$ cat src/rtl/seq_divider_pkg.sv
// Shared types and constants for the sequential restoring divider.
package seq_divider_pkg;

    localparam int DEF_DIVIDEND_W = 16;
    localparam int DEF_DIVISOR_W  = 8;

    typedef enum logic [1:0] {
        IDLE   = 2'd0,
        RUN    = 2'd1,
        FINISH = 2'd2
    } state_e;

    // Counter must hold the value DIVIDEND_W itself, hence the +1.
    function automatic int cnt_width(input int dividend_w);
        return $clog2(dividend_w + 1);
    endfunction

endpackage

$ cat src/rtl/div_step.sv
// One restoring division step: shift in a dividend bit, trial-subtract the divisor.
module div_step #(
    parameter int DIVISOR_W = 8
) (
    input  logic [DIVISOR_W:0]   i_pr,
    input  logic                 i_bit,
    input  logic [DIVISOR_W-1:0] i_divisor,
    output logic [DIVISOR_W:0]   o_pr,
    output logic                 o_q_bit
);

    localparam int PR_W = DIVISOR_W + 1;

    // One spare bit keeps the compare exact when the shifted value exceeds 2^DIVISOR_W.
    logic [DIVISOR_W+1:0] w_shift;
    logic [DIVISOR_W+1:0] w_div_ext;

    assign w_shift   = {i_pr, i_bit};
    assign w_div_ext = {2'b00, i_divisor};

    // Restore on a failed trial subtraction, otherwise keep the difference.
    always_comb begin
        o_pr    = PR_W'(w_shift);
        o_q_bit = 1'b0;
        if (w_shift >= w_div_ext) begin
            o_pr    = PR_W'(w_shift - w_div_ext);
            o_q_bit = 1'b1;
        end else begin
            o_pr    = PR_W'(w_shift);
            o_q_bit = 1'b0;
        end
    end

endmodule

$ cat src/rtl/seq_divider.sv
// Radix-2 restoring unsigned divider, one quotient bit per clock, start/busy/done handshake.
module seq_divider
    import seq_divider_pkg::*;
#(
    parameter int DIVIDEND_W = DEF_DIVIDEND_W,
    parameter int DIVISOR_W  = DEF_DIVISOR_W
) (
    input  logic                  clk,
    input  logic                  rst,
    input  logic                  start,
    input  logic [DIVIDEND_W-1:0] dividend,
    input  logic [DIVISOR_W-1:0]  divisor,
    output logic                  busy,
    output logic                  done,
    output logic [DIVIDEND_W-1:0] quotient,
    output logic [DIVISOR_W-1:0]  remainder,
    output logic                  div_by_zero
);

    localparam int CNT_W = cnt_width(DIVIDEND_W);

    state_e                r_state;
    logic [DIVIDEND_W-1:0] r_qsr;
    logic [DIVISOR_W-1:0]  r_divisor;
    logic [DIVISOR_W:0]    r_pr;
    logic [CNT_W-1:0]      r_cnt;
    logic                  r_zero;
    logic                  r_busy;
    logic                  r_done;
    logic [DIVIDEND_W-1:0] r_quotient;
    logic [DIVISOR_W-1:0]  r_remainder;
    logic                  r_dbz;

    logic [DIVISOR_W:0]    w_pr_next;
    logic                  w_q_bit;

    div_step #(
        .DIVISOR_W (DIVISOR_W)
    ) u_step (
        .i_pr      (r_pr),
        .i_bit     (r_qsr[DIVIDEND_W-1]),
        .i_divisor (r_divisor),
        .o_pr      (w_pr_next),
        .o_q_bit   (w_q_bit)
    );

    // FSM, iteration datapath and result registers.
    always_ff @(posedge clk or posedge rst) begin
        if (rst) begin
            r_state     <= IDLE;
            r_qsr       <= {DIVIDEND_W{1'b0}};
            r_divisor   <= {DIVISOR_W{1'b0}};
            r_pr        <= {(DIVISOR_W+1){1'b0}};
            r_cnt       <= {CNT_W{1'b0}};
            r_zero      <= 1'b0;
            r_busy      <= 1'b0;
            r_done      <= 1'b0;
            r_quotient  <= {DIVIDEND_W{1'b0}};
            r_remainder <= {DIVISOR_W{1'b0}};
            r_dbz       <= 1'b0;
        end else begin
            r_done <= 1'b0;
            case (r_state)
                IDLE: begin
                    if (start) begin
                        // A zero divisor skips iteration; FINISH publishes the preloaded answer.
                        if (divisor == {DIVISOR_W{1'b0}}) begin
                            r_qsr   <= {DIVIDEND_W{1'b1}};
                            r_pr    <= {1'b0, dividend[DIVISOR_W-1:0]};
                            r_zero  <= 1'b1;
                            r_state <= FINISH;
                        end else begin
                            r_qsr     <= dividend;
                            r_divisor <= divisor;
                            r_pr      <= {(DIVISOR_W+1){1'b0}};
                            r_cnt     <= CNT_W'(DIVIDEND_W);
                            r_zero    <= 1'b0;
                            r_busy    <= 1'b1;
                            r_state   <= RUN;
                        end
                    end else begin
                        r_state <= IDLE;
                    end
                end
                RUN: begin
                    r_pr  <= w_pr_next;
                    r_qsr <= {r_qsr[DIVIDEND_W-2:0], w_q_bit};
                    r_cnt <= r_cnt - CNT_W'(1);
                    if (r_cnt == CNT_W'(1)) begin
                        r_state <= FINISH;
                    end else begin
                        r_state <= RUN;
                    end
                end
                FINISH: begin
                    r_quotient  <= r_qsr;
                    r_remainder <= r_pr[DIVISOR_W-1:0];
                    r_dbz       <= r_zero;
                    r_done      <= 1'b1;
                    r_busy      <= 1'b0;
                    r_state     <= IDLE;
                end
                default: begin
                    r_state <= IDLE;
                    r_busy  <= 1'b0;
                end
            endcase
        end
    end

    assign busy        = r_busy;
    assign done        = r_done;
    assign quotient    = r_quotient;
    assign remainder   = r_remainder;
    assign div_by_zero = r_dbz;

endmodule

$ cat config.mk
export PLATFORM = sky130hd
export DESIGN_NAME = seq_divider
export DESIGN_NICKNAME = d
export VERILOG_FILES = /design/src/rtl/seq_divider_pkg.sv /design/src/rtl/div_step.sv /design/src/rtl/seq_divider.sv
export SDC_FILE = /design/constraint.sdc
export NUM_CORES = 1
export LEC_CHECK = 0
export CAP_MARGIN = 20
export CORE_MARGIN = 2
export CORE_UTILIZATION = 50
export DETAILED_ROUTE_END_ITERATION = 6
export GPL_TIMING_DRIVEN = 0
export PLACE_DENSITY = 0.75
export SLEW_MARGIN = 20
export SYNTH_ARGS = -nofsm -noshare
export SYNTH_HDL_FRONTEND = slang
export SYNTH_SLANG_ARGS = --single-unit
$ cat constraint.sdc
create_clock -name clk -period 7.2 [get_ports clk]
set_clock_uncertainty 0.1 [all_clocks]
set_input_delay 1.08 -clock clk [delete_from_list [all_inputs] [get_ports clk]]
set_output_delay 1.08 -clock clk [all_outputs]
set_load 0.005 [all_outputs]
==> results of run 1 <==
==> Yosys cell counts, drive strengths merged (2+ instances only) <==
library cell / n / area, µm²
dfrtp: 68 / 1700
mux2: 32 / 360
nand2: 27 / 101
o21ai: 27 / 139
nor2: 21 / 78.8
o22ai: 20 / 125
inv: 17 / 63.8
a21oi: 15 / 75.1
ha: 10 / 125
clkbuf: 9 / 33.8
buf: 7 / 41.3
and3: 6 / 37.5
a211oi: 5 / 50.1
mux2i: 5 / 50.1
xor2: 5 / 43.8
nor3: 4 / 20.0
nand4: 3 / 18.8
o211ai: 3 / 22.5
a221oi: 2 / 17.5
a2bb2oi: 2 / 17.5
nand2b: 2 / 12.5
nor2b: 2 / 12.5
nor4: 2 / 42.5
o21a: 2 / 15.0
o22a: 2 / 17.5
xnor2: 2 / 17.5
==> critical path, cell delays in order <==
cell                              delay [ns]
sky130_fd_sc_hd__clkdlybuf4s50_1        0.48
sky130_fd_sc_hd__nor4_4                 0.56
sky130_fd_sc_hd__a21boi_1               0.33
sky130_fd_sc_hd__nand3_2                0.31
sky130_fd_sc_hd__mux2_2                 0.37
==> final cells by class <==
cell class              instances  area, µm²
plain buffers                  16       75.1
clock inverters                 3       45.0
fillers                       556       2410
clock buffers                  13        159
multi-input cells             214       1560
well taps                      80        100
flip-flops and latches         68       1700
inverters                      18       70.1
repair buffers                 54        558
==> flip-flops by register name (all words and copies together) (netlist names) <==
signal,flops
r_qsr,16
r_state,2
r_cnt,5
r_divisor,8
done,1
r_zero,1
busy,1
r_pr,9
quotient,16
remainder,8
div_by_zero,1
==> worst paths after layout <==
check / start / endpoint / slack, ns
setup / recovery: divisor[3] / r_divisor[5]$_DFFE_PP0P_ / 4.20
min in group asynchronous: rst / remainder[5]$_DFFE_PP0P_ / 0.91
hold / removal: r_zero$_DFFE_PP0P_ / r_zero$_DFFE_PP0P_ / 0.38
max in group asynchronous: rst / r_qsr[15]$_DFFE_PP0P_ / 5.56
hold reg to reg: r_zero$_DFFE_PP0P_ / r_zero$_DFFE_PP0P_ / 0.38
setup reg to reg: r_qsr[15]$_DFFE_PP0P_ / r_pr[3]$_DFFE_PP0P_ / 4.38
==> routing by layer <==
| layer | part of all wire [%] | vias to the layer above | wire length, µm | GRT usage [%] |
|---|---|---|---|---|
| met4 | 2.7 | 0 | 211 | 12.1 |
| met3 | 5.6 | 18 | 433 | 6.19 |
| li1 | - | 1271 | - | - |
| met2 | 46 | 82 | 3540 | 33.8 |
| met1 | 45 | 1294 | 3490 | 30.4 |
| met5 | 0 | - | 0 | 0 |
==> cell usage in the layout (no fill, tap or decap), types with 15 or more instances in the layout <==
cell type and instances:
sky130_fd_sc_hd__nor2_1 21, sky130_fd_sc_hd__a21oi_1 15, sky130_fd_sc_hd__dfrtp_1 68, sky130_fd_sc_hd__o21ai_0 23, sky130_fd_sc_hd__nand2_1 27, sky130_fd_sc_hd__o22ai_1 20, sky130_fd_sc_hd__mux2_2 32, sky130_fd_sc_hd__clkdlybuf4s50_1 53
sky130_fd_sc_hd__inv_1 16
==> power by group <==
group          internal [mW]  switching (mW)  total [mW]
Clock                  0.179           0.145       0.324
Sequential             0.557           0.123       0.679
Combinational          0.526           0.538        1.06
==> cell families after synthesis <==
family	share of synthesized area, %
compound gates	17.5
simple gates	10.3
flops	50.0
mux	12.1
buf+inv	4.19
fa+ha+maj	4.26
xor+xnor	1.80
==> per-stage QoR <==
stage	cell area (µm²)	worst slack [ns]
floorplan	3410	4.31
global placement	4040	3.16
detailed placement	4070	3.81
CTS	4270	4.20
global route	4270	4.08
finish	4270	4.20
==> impl_summary.md, run 1 <==
Outcome
The flow ran to the end, and the final reports show no timing, DRC or antenna violations.

Synthesis
The average footprint of a synthesized cell is 10.8 µm². The distinct cell type count after synthesis is 46. Counting flops with an async set or reset pin after synthesis yields a share of 100%. The count of flip-flops with a built-in enable after synthesis is 0. The total number of yosys warnings is 0. The post-synthesis sequential area ratio is between 40% and 50%. The dominant synthesized flop cell is sky130_fd_sc_hd__dfrtp_1. Counting every net in the synthesized netlist gives between 300 and 400.

The area of the mapped netlist is ~3400 µm². In this run, synthesis produced a sequential element count of 68. The instance count of the mapped netlist is 316.

Power
VDD sags by at most 0.224 mV. For this design the ratio of total power to cell area is about 480 nW/µm². Total power for the finished layout comes to a little over 2 mW. In this run the static leakage power is about 1.9 nW.

Timing
Setup repair after global routing left no endpoint under its margin. The number of setup violations in the final report is 0. The final period demand of the worst path is roughly 3.0 ns.

The final critical path takes up a little over two fifths of the cycle. The number of hold violations in the final report is 0. The sum of negative setup slack is 0 ns. Static timing analysis puts the maximum clock frequency at roughly 330 MHz. For the pin with the worst max-slew slack, the measured transition is roughly 0.64 ns. The number of pins with negative max-slew slack in the final report came to 0. Measured against its own limit, the worst slew margin works out to between 50% and 60%. Across all hold checks on the routed design, the worst slack comes to around 0.38 ns.

Layout
The number of nets in the layout is approximately 420. The count of inserted antenna diode cells is 0. For this run, the number of standard cells in the final layout without fillers is ~470. The share of cells above drive strength 1 is 16.1%. The area growth from synthesis to layout is 25.4%.

At the end of the flow the core is filled with cells to between 60% and 70%.

Global route
The pin count of the biggest net entering global routing is between 50 and 60. The initial antenna violation count is 0. The number of global-route vias before repair is ~2700.

The remaining global-route overflow is 0. The first-pass GRT wire length is 13.0 mm. The aggregate global-route resource usage is a little under a quarter.

CTS
The post-CTS repair timing setup buffer count is 0. In this run, CTS created clock tree buffers numbering 9. After clock tree synthesis, the clock-pin slew on the worst setup and hold paths is 0.07 ns. The tree is rooted in a sky130_fd_sc_hd__clkbuf_8. For the worst-skew pair, the clock arrives at the later sink with an insertion delay of 0.35 ns. The buffer depth of the longest clock path is 2.

The number of clock sinks seen by CTS is 68. The post-CTS resize count is 0. The maximum level of the CTS H-tree is 3. The TritonCTS clock tree is done. In this run, post-CTS hold repair placed 0 buffers.

Floorplanning
The area of the core region is 6680 µm². For this design the top-level I/O count stands at 54. The initial core utilization is about half. The die area is around 7500 µm². The die is 86.5 µm tall. The number of placement rows is 30. The die is approximately 87 µm wide.

Worst setup path
In this run the worst path has a maximum fanout of 10. The endpoint class of the critical path is a flop. The critical path data arrival time is between 3 and 4 ns. The worst setup path is launched from a primary input. At the worst endpoint, the required time is 7.33 ns. The critical path is of the primary input to flop type. The worst-case reg-to-reg path depth is 10.

Routing
The ratio of routed vias to standard cells is roughly 5.7. After detailed routing, the number of remaining DRC violations is 0. For this run, the detailed router's first-pass iteration total came to 4. The post-detailed-route count of antenna-violating nets is 0. The post-detailed-routing wire length is 7.68 mm. The total number of vias is roughly 2700. The starting DRC count in detailed routing is 122. The average wire per standard cell is around 16 µm.

Place
The final RePlAce weighted congestion is 0.832. The number of buffers inserted by port buffering is 53. The estimated wirelength of the detail-placed design is around 5.5 mm. Including well taps, the total number of placed cells is 450.

Flow run
The number of maximum-capacitance violations is 0.

Worst hold path
The number of stages on the worst hold path is 2. The worst hold path belongs to the class flop to flop.
No activity file was read; power rests on OpenSTA's default activity.
==> run 2, diff against run 1 <==
--- a/config.mk
+++ b/config.mk
@@ -7,7 +7,7 @@
 export LEC_CHECK = 0
 export CAP_MARGIN = 20
 export CORE_MARGIN = 2
-export CORE_UTILIZATION = 50
+export CORE_UTILIZATION = 48
 export DETAILED_ROUTE_END_ITERATION = 6
 export GPL_TIMING_DRIVEN = 0
 export PLACE_DENSITY = 0.75
==> constraint.sdc (replaced) <==
create_clock -name clk -period 2.44 [get_ports clk]
set_clock_uncertainty 0.1 [all_clocks]
set_input_delay 0.366 -clock clk [delete_from_list [all_inputs] [get_ports clk]]
set_output_delay 0.366 -clock clk [all_outputs]
set_load 0.005 [all_outputs]
==> run 2 against run 1 <==
  * The flow now finishes with violations (setup timing)
  * Design area grew 3.8%
  * Critical path depth grew 5
  * Worst setup slack lost 4.3 ns
  * First-iteration DRC count shrank 4.9%
  * Combinational power grew to 3.4 times the previous value
  * Cell count grew 5.2%
  * Utilization grew 0.94 points
  * Non-clock buffer count grew 9
  * Global-route usage grew 0.17 points
  * Critical path type is now flop to flop
==> impl_summary.md, run 2 (synthesized netlist as in run 1, its figures left out) <==
Timing
The number of pins with negative max-slew slack in the final report is 0 (unchanged). The final period demand of the worst path is around 2.6 ns. Setup repair after global routing could not meet its margin everywhere.

The number of hold violations in the final report is 0 (unchanged). The number of setup violations in the final report is 9 (+9). The post-route worst hold slack came to 0.229 ns (-0.156 ns). The max-slew headroom at the worst pin is 58.1% (+0.72 points).

The slew at the pin closest to its max-slew limit is 0.627 ns (-0.0108 ns). Static timing analysis puts the maximum clock frequency at 390 MHz. After layout, the worst path uses 105% of the clock period. The setup slack of the critical path after layout is -0.127 ns (-4.32 ns).

Routing
The count of TritonRoute iterations in the first routing pass was 4 (unchanged). The starting DRC count in detailed routing was 116 (-4.9%). The average wire per standard cell was 16.7 µm (+1.5%). The total number of vias was 2770 (+3.9%). The number of remaining DRC errors came to 0 (unchanged). The routed length on met2 is 4.14 mm (+17%). The uppermost layer routed is met4. The post-detailed-routing wire length is 8.19 mm (+6.7%).

The routed length on met1 was 3.43 mm (-1.5%). The post-detailed-route count of antenna-violating nets came to 0 (unchanged). The met3 wire length is 411 µm (-5.1%). The ratio of routed vias to standard cells is 5.65 (-1.2%).

Layout
The number of filler instances in the final layout is 567 (+2.0%). The count of inserted antenna diode cells is 0 (unchanged). Leaving out fill and tap cells, the most frequent cell in the layout is sky130_fd_sc_hd__dfrtp_1. The area growth from synthesis to layout is 30.1%. The number of standard cells in the layout, taps in and fillers out is 490 (+5.2%).

In the layout the commonest cells are sky130_fd_sc_hd__dfrtp_1 (68), sky130_fd_sc_hd__clkdlybuf4s50_1 (53), sky130_fd_sc_hd__mux2_2 (31). The number of nets in the layout is 428 (+2.1%). The share of cells above drive strength 1 came to 20.1% (+4.0 points).

Floorplanning
The number of primary I/O pins is 54 (unchanged). The die span in x is 88.2 µm (+2.0%). The initial core utilization is 49.9% (-1.1 points). The die area came to 7790 µm² (+4.0%). The area of the core region is 6830 µm² (+2.2%). The height of the die is 88.2 µm (+2.0%). The number of placement rows is 30 (unchanged).

Global route
The initial antenna violation count is 0 (unchanged). The number of global-route vias before repair is 2827 (+3.6%). The remaining global-route overflow is 0 (unchanged). The aggregate global-route resource usage came to 22.9% (+0.17 points). The pin count of the biggest net entering global routing was 50 (-5.7%).

The first-pass GRT wire length is 13.5 mm (+3.7%).

Worst setup path
The worst setup path is captured at a flop. The kind of critical path is flop to flop. The required time at the endpoint of the critical path is 2.62 ns (-4.71 ns).

The startpoint of the worst setup timing path is r_qsr[15]$_DFFE_PP0P_. In this run the worst setup path terminates at r_pr[0]$_DFFE_PP0P_. The worst setup path is launched from a flop.

The worst-path maximum fanout is 2 (-8). The setup slack on the worst flop-to-flop path was -0.13 ns (-4.51 ns). The worst flop-to-flop path startpoint is r_qsr[15]$_DFFE_PP0P_. The worst-case reg-to-reg path depth was 10 (unchanged). The end of the worst register-to-register path is r_pr[0]$_DFFE_PP0P_. The critical path data arrival time is 2.74 ns (-0.40 ns).

CTS
The number of clock sinks seen by CTS came to 68 (unchanged). The clock transition at the register clock pins on the worst setup and hold paths after CTS is 0.07 ns (about the same). The number of buffers inserted by hold repair at cts is 0 (unchanged). The buffer depth of the longest clock path is 2 (unchanged). The clock insertion delay at the later pin of the skew report is 0.35 ns (about the same).

The TritonCTS clock tree is done. The number of buffers created by CTS was 9 (unchanged). The tree is rooted in a sky130_fd_sc_hd__clkbuf_8.

The maximum level of the CTS H-tree is 3 (unchanged).

Outcome
The run finished, with violations left. The checks that failed: setup timing.

Power
The worst vdd rail ir drop is 0.877 mV (+290%). The static leakage is 1.93 nW (+3.6%). The power per cell area came to 1480 nW/µm² (+200%). The total power of the final layout was 6.54 mW (+220%).

Place
The final RePlAce weighted congestion is 0.883 (+6.2%). The cell count after placement is 466 (+3.6%). The estimated wirelength of the detail-placed design was 5.88 mm (+6.5%). The number of buffers inserted by port buffering came to 53 (unchanged).

Flow run
The number of maximum-capacitance violations is 0 (unchanged).

Worst hold path
The type of the most critical hold path is primary input to async pin.
==> run 2: layout make-up <==
class / count / area, µm² / share of cell area [%]
flip-flops and latches: 68 / 1700 / 38.4
clock buffers: 13 / 149 / 3.36
well taps: 96 / 120 / 2.71
inverters: 18 / 70.1 / 1.58
clock inverters: 2 / 35.0 / 0.791
multi-input cells: 214 / 1630 / 36.9
plain buffers: 16 / 75.1 / 1.69
repair buffers: 63 / 646 / 14.6
==> run 2: worst min-delay path by stage <==
stage	slack (ns)	endpoint	start	cells past startpoint
after global routing	0.24	quotient[2]$_DFFE_PP0P_	rst	2
after floorplan	0.35	r_zero$_DFFE_PP0P_	r_zero$_DFFE_PP0P_	2
final	0.23	r_pr[3]$_DFFE_PP0P_	rst	2
after global placement	0.36	r_zero$_DFFE_PP0P_	r_zero$_DFFE_PP0P_	2
after CTS	0.24	r_pr[3]$_DFFE_PP0P_	rst	2
after detailed placement	0.38	r_divisor[1]$_DFFE_PP0P_	r_divisor[1]$_DFFE_PP0P_	1
==> run 2: per-stage QoR <==
| stage | TNS (ns) | cell area (µm²) | utilization (%) | setup slack [ns] |
|---|---|---|---|---|
| after floorplan | 0 | 3410 | - | 0.0493 |
| after detailed placement | -2.55 | 4090 | 59.9 | -0.300 |
| after CTS | -1.24 | 4410 | 64.6 | -0.201 |
| after global routing | -1.34 | 4430 | 64.9 | -0.202 |
| after global placement | -58.83 | 4060 | 59.4 | -0.839 |
| final | -0.643 | 4430 | 64.9 | -0.127 |
==> run 2: per-layer routing <==
layer / global-route usage [%] / vias to the layer above
met1: 28.2 / 1383
met2: 38.0 / 81
met5: 0 / -
met4: 8.82 / 0
met3: 7.00 / 21
li1: - / 1285
==> run 2: what timing repair did <==
item,CTS,global route
setup endpoints to repair,9,10
endpoints found under the hold margin,0,0
cloned,0,0
resized for setup,13,2
pin swaps,9,5
setup buffers,8,1
==> run 2: report_power, final <==
part	total, mW	internal (mW)	switching (mW)	leakage (nW)
Combinational	3.59	1.86	1.73	0.990
Sequential	2.03	1.64	0.392	0.843
Clock	0.908	0.494	0.413	0.0935
==> run 2: worst max-delay path, cell delays in order, from the launching register on <==
cell and delay [ns]:
sky130_fd_sc_hd__dfrtp_1 0.39, sky130_fd_sc_hd__inv_2 0.12, sky130_fd_sc_hd__ha_4 0.16, sky130_fd_sc_hd__inv_2 0.04, sky130_fd_sc_hd__fa_2 0.36, sky130_fd_sc_hd__a211oi_4 0.25
sky130_fd_sc_hd__o21ai_2 0.10, sky130_fd_sc_hd__a2111oi_4 0.35, sky130_fd_sc_hd__buf_4 0.19, sky130_fd_sc_hd__mux2_4 0.30, sky130_fd_sc_hd__o22ai_2 0.13
==> run 3, diff against run 2 <==
--- a/config.mk
+++ b/config.mk
@@ -11,6 +11,7 @@
 export DETAILED_ROUTE_END_ITERATION = 6
 export GPL_TIMING_DRIVEN = 0
 export PLACE_DENSITY = 0.75
+export SKIP_CTS_REPAIR_TIMING = 1
 export SLEW_MARGIN = 20
 export SYNTH_ARGS = -nofsm -noshare
 export SYNTH_HDL_FRONTEND = slang
==> run 3 against run 2 <==
  * The flow still finishes with violations (setup timing)
  * Utilization fell by 0.92 points
  * Sequential power barely moved
  * Register-to-register slack got worse by 0.15 ns
  * Cell count unchanged
  * Flip-flop and latch count unchanged
  * Worst setup slack worse by 0.15 ns
  * Combinational power is 5% lower
  * Non-clock buffer count unchanged
  * First-iteration DRC count up 8.6%
  * Maximum frequency decreased by 5.5%
  * Largest cell class unchanged
==> impl_summary.md, run 3 (synthesized netlist as in run 1, its figures left out) <==
Outcome
The flow ran to the end, but the final reports show violations. The checks that failed: setup timing.

Layout
The final non-filler cell area is 4370 µm² (-1.4%). The count of inserted antenna diode cells was 0 (unchanged). The number of nets in the layout is 428 (unchanged). The post-layout utilization of the core was 63.9% (-0.92 points). The share of cells above drive strength 1 is 19.0% (-1.0 points). The most frequent standard cell in the layout excluding fill and tap cells is sky130_fd_sc_hd__dfrtp_1. Leaving out fill and tap cells, the most frequent cells in the layout are sky130_fd_sc_hd__dfrtp_1 (68), sky130_fd_sc_hd__clkdlybuf4s50_1 (53), sky130_fd_sc_hd__mux2_2 (31). The number of standard cells in the layout, taps in and fillers out is 490 (unchanged). The layout overhead on the synthesized area is 28.3%.

Power
The share of power burned in combinational logic is 53.9% (-1.1 points). The worst vdd rail ir drop is 0.876 mV (-0.20%). The total power of the final layout is 6.34 mW (-2.9%). The power dissipated by switching net loads is 2.46 mW (-3.1%). The switching power as a share of total power is 38.8% (-0.061 points). The power share of the clock group is 14.2% (+0.3 points). The power per cell area is 1450 nW/µm² (-1.5%). The internal power consumption is 3.88 mW (-2.8%).

The sequential share of power is 32.0% (+0.9 points). The static leakage came to 1.91 nW (-0.97%).

Timing
The number of hold violations in the final report was 0 (unchanged). Setup repair after global routing could not meet its margin everywhere. The ratio of final minimum period to clock period is 111% (+6.1 points). The final period demand of the worst path came to 2.72 ns (+0.150 ns).

The setup slack of the critical path after layout is -0.277 ns (-0.150 ns). The achievable clock frequency was 368 MHz (-5.5%). The post-route worst hold slack is 0.234 ns (+0.00559 ns). The number of pins with negative max-slew slack in the final report is 0 (unchanged). The number of setup violations in the final report is 9 (unchanged). The max-slew headroom at the worst pin is 58.2% (about the same). The slew at the pin closest to its max-slew limit is 0.626 ns (-0.000300 ns). The sum of negative setup slack is -2.05 ns (-1.40 ns).

Routing
The post-detailed-route count of antenna-violating nets is 0 (unchanged). The average wire per standard cell is 16.3 µm (-2.4%). The starting DRC count in detailed routing came to 126 (+8.6%).

The post-detailed-routing wire length is 7.99 mm (-2.4%). The count of TritonRoute iterations in the first routing pass is 4 (unchanged). The total number of vias is 2764 (-0.22%).

The number of remaining DRC errors is 0 (unchanged). The ratio of routed vias to standard cells is 5.64 (-0.22%).

CTS
The number of clock sinks seen by CTS was 68 (unchanged). The clock insertion delay at the later pin of the skew report came to 0.34 ns (about the same). The buffer depth of the longest clock path is 2 (unchanged). The maximum level of the CTS H-tree came to 3 (unchanged). TritonCTS built the clock tree. The clock transition at the register clock pins on the worst setup and hold paths after CTS came to 0.07 ns (about the same). Clock tree synthesis selected as its root buffer the cell sky130_fd_sc_hd__clkbuf_8. The number of buffers created by CTS was 9 (unchanged).

Floorplanning
The area of the core region came to 6830 µm² (unchanged). The height of the die is 88.2 µm (unchanged). The die span in x is 88.2 µm (unchanged). The number of placement rows is 30 (unchanged). The die area came to 7790 µm² (unchanged). The initial core utilization was 49.9% (unchanged). The number of primary I/O pins came to 54 (unchanged).

Place
The final RePlAce weighted congestion is 0.883 (unchanged). The instance area at placement came to 4090 µm² (unchanged). The estimated wirelength of the detail-placed design is 5.88 mm (unchanged).

The number of buffers inserted by port buffering came to 53 (unchanged). The cell count after placement was 466 (unchanged). The placement-stage worst setup slack was -0.300 ns (unchanged).

Worst setup path
The critical-path cell with the highest stage delay is sky130_fd_sc_hd__a2111oi_4. The critical path is of the flop to flop type. The kind of launch point of the worst setup path is a flop. The required time at the endpoint of the critical path is 2.61 ns (about the same). Grouping stages by cell kind, the critical path spends the most delay in compound AO/OA/AOI/OAI gates.

The highest cell delay on the worst timing path was 0.42 ns (+0.03 ns). The critical path data arrival time is 2.89 ns (+0.15 ns). The count of buffering cells on the critical path with inverters included is 3 (unchanged).

Walking the worst path, the cells encountered are inv_2 -> ha_4 -> inv_2 -> fa_2 -> a211oi_4 -> o21ai_2 -> a2111oi_4 -> buf_4 -> mux2_4 -> o22ai_2. The endpoint class of the critical path is a flop. The worst-path maximum fanout came to 3 (+1).

The most common cell type on the critical path is sky130_fd_sc_hd__inv_2.

Global route
The number of global-route vias before repair is 2729 (-3.5%). The pin count of the biggest net entering global routing is 50 (unchanged). The first-pass GRT wire length came to 13.1 mm (-3.1%). The remaining global-route overflow came to 0 (unchanged). The aggregate global-route resource usage came to 22.2% (-0.71 points).

The initial antenna violation count is 0 (unchanged).

Worst hold path
In this run the worst hold path is classified as primary input to async pin.

Flow run
The number of maximum-capacitance violations is 0 (unchanged).
-- run 3: final cells by class --
class	instances	area, µm²
multi-input cells	214	1590
fillers	580	2460
clock buffers	13	149
well taps	96	120
repair buffers	63	626
inverters	18	70.1
flip-flops and latches	68	1700
plain buffers	16	75.1
clock inverters	2	35.0
-- run 3: worst paths after layout --
kind,start,cells past startpoint,slack (ns),to
setup / recovery,r_qsr[15]$_DFFE_PP0P_,10,-0.28,r_pr[0]$_DFFE_PP0P_
hold / removal,rst,2,0.23,quotient[2]$_DFFE_PP0P_
setup reg to reg,r_qsr[15]$_DFFE_PP0P_,10,-0.28,r_pr[0]$_DFFE_PP0P_
hold reg to reg,r_divisor[1]$_DFFE_PP0P_,1,0.39,r_divisor[1]$_DFFE_PP0P_
max in group asynchronous,rst,3,1.48,r_divisor[6]$_DFFE_PP0P_
min in group clk,r_divisor[1]$_DFFE_PP0P_,1,0.39,r_divisor[1]$_DFFE_PP0P_
-- run 3: power by group through the flow --
stage	registers, mW	clock network [mW]	logic (mW)
finish	2.03	0.900	3.42
global route	2.09	0.972	3.76
CTS	2.02	0.914	3.16
detailed placement	2.04	0	3.15
global placement	2.01	0	3.03
floorplan	1.94	0	2.26
-- run 3: layer usage --
layer | part of all wire, % | global-route usage (%)
met1 | 42 | 28.2
met2 | 51 | 36.2
met3 | 4.6 | 6.44
met4 | 2.3 | 8.54
met5 | 0 | 0
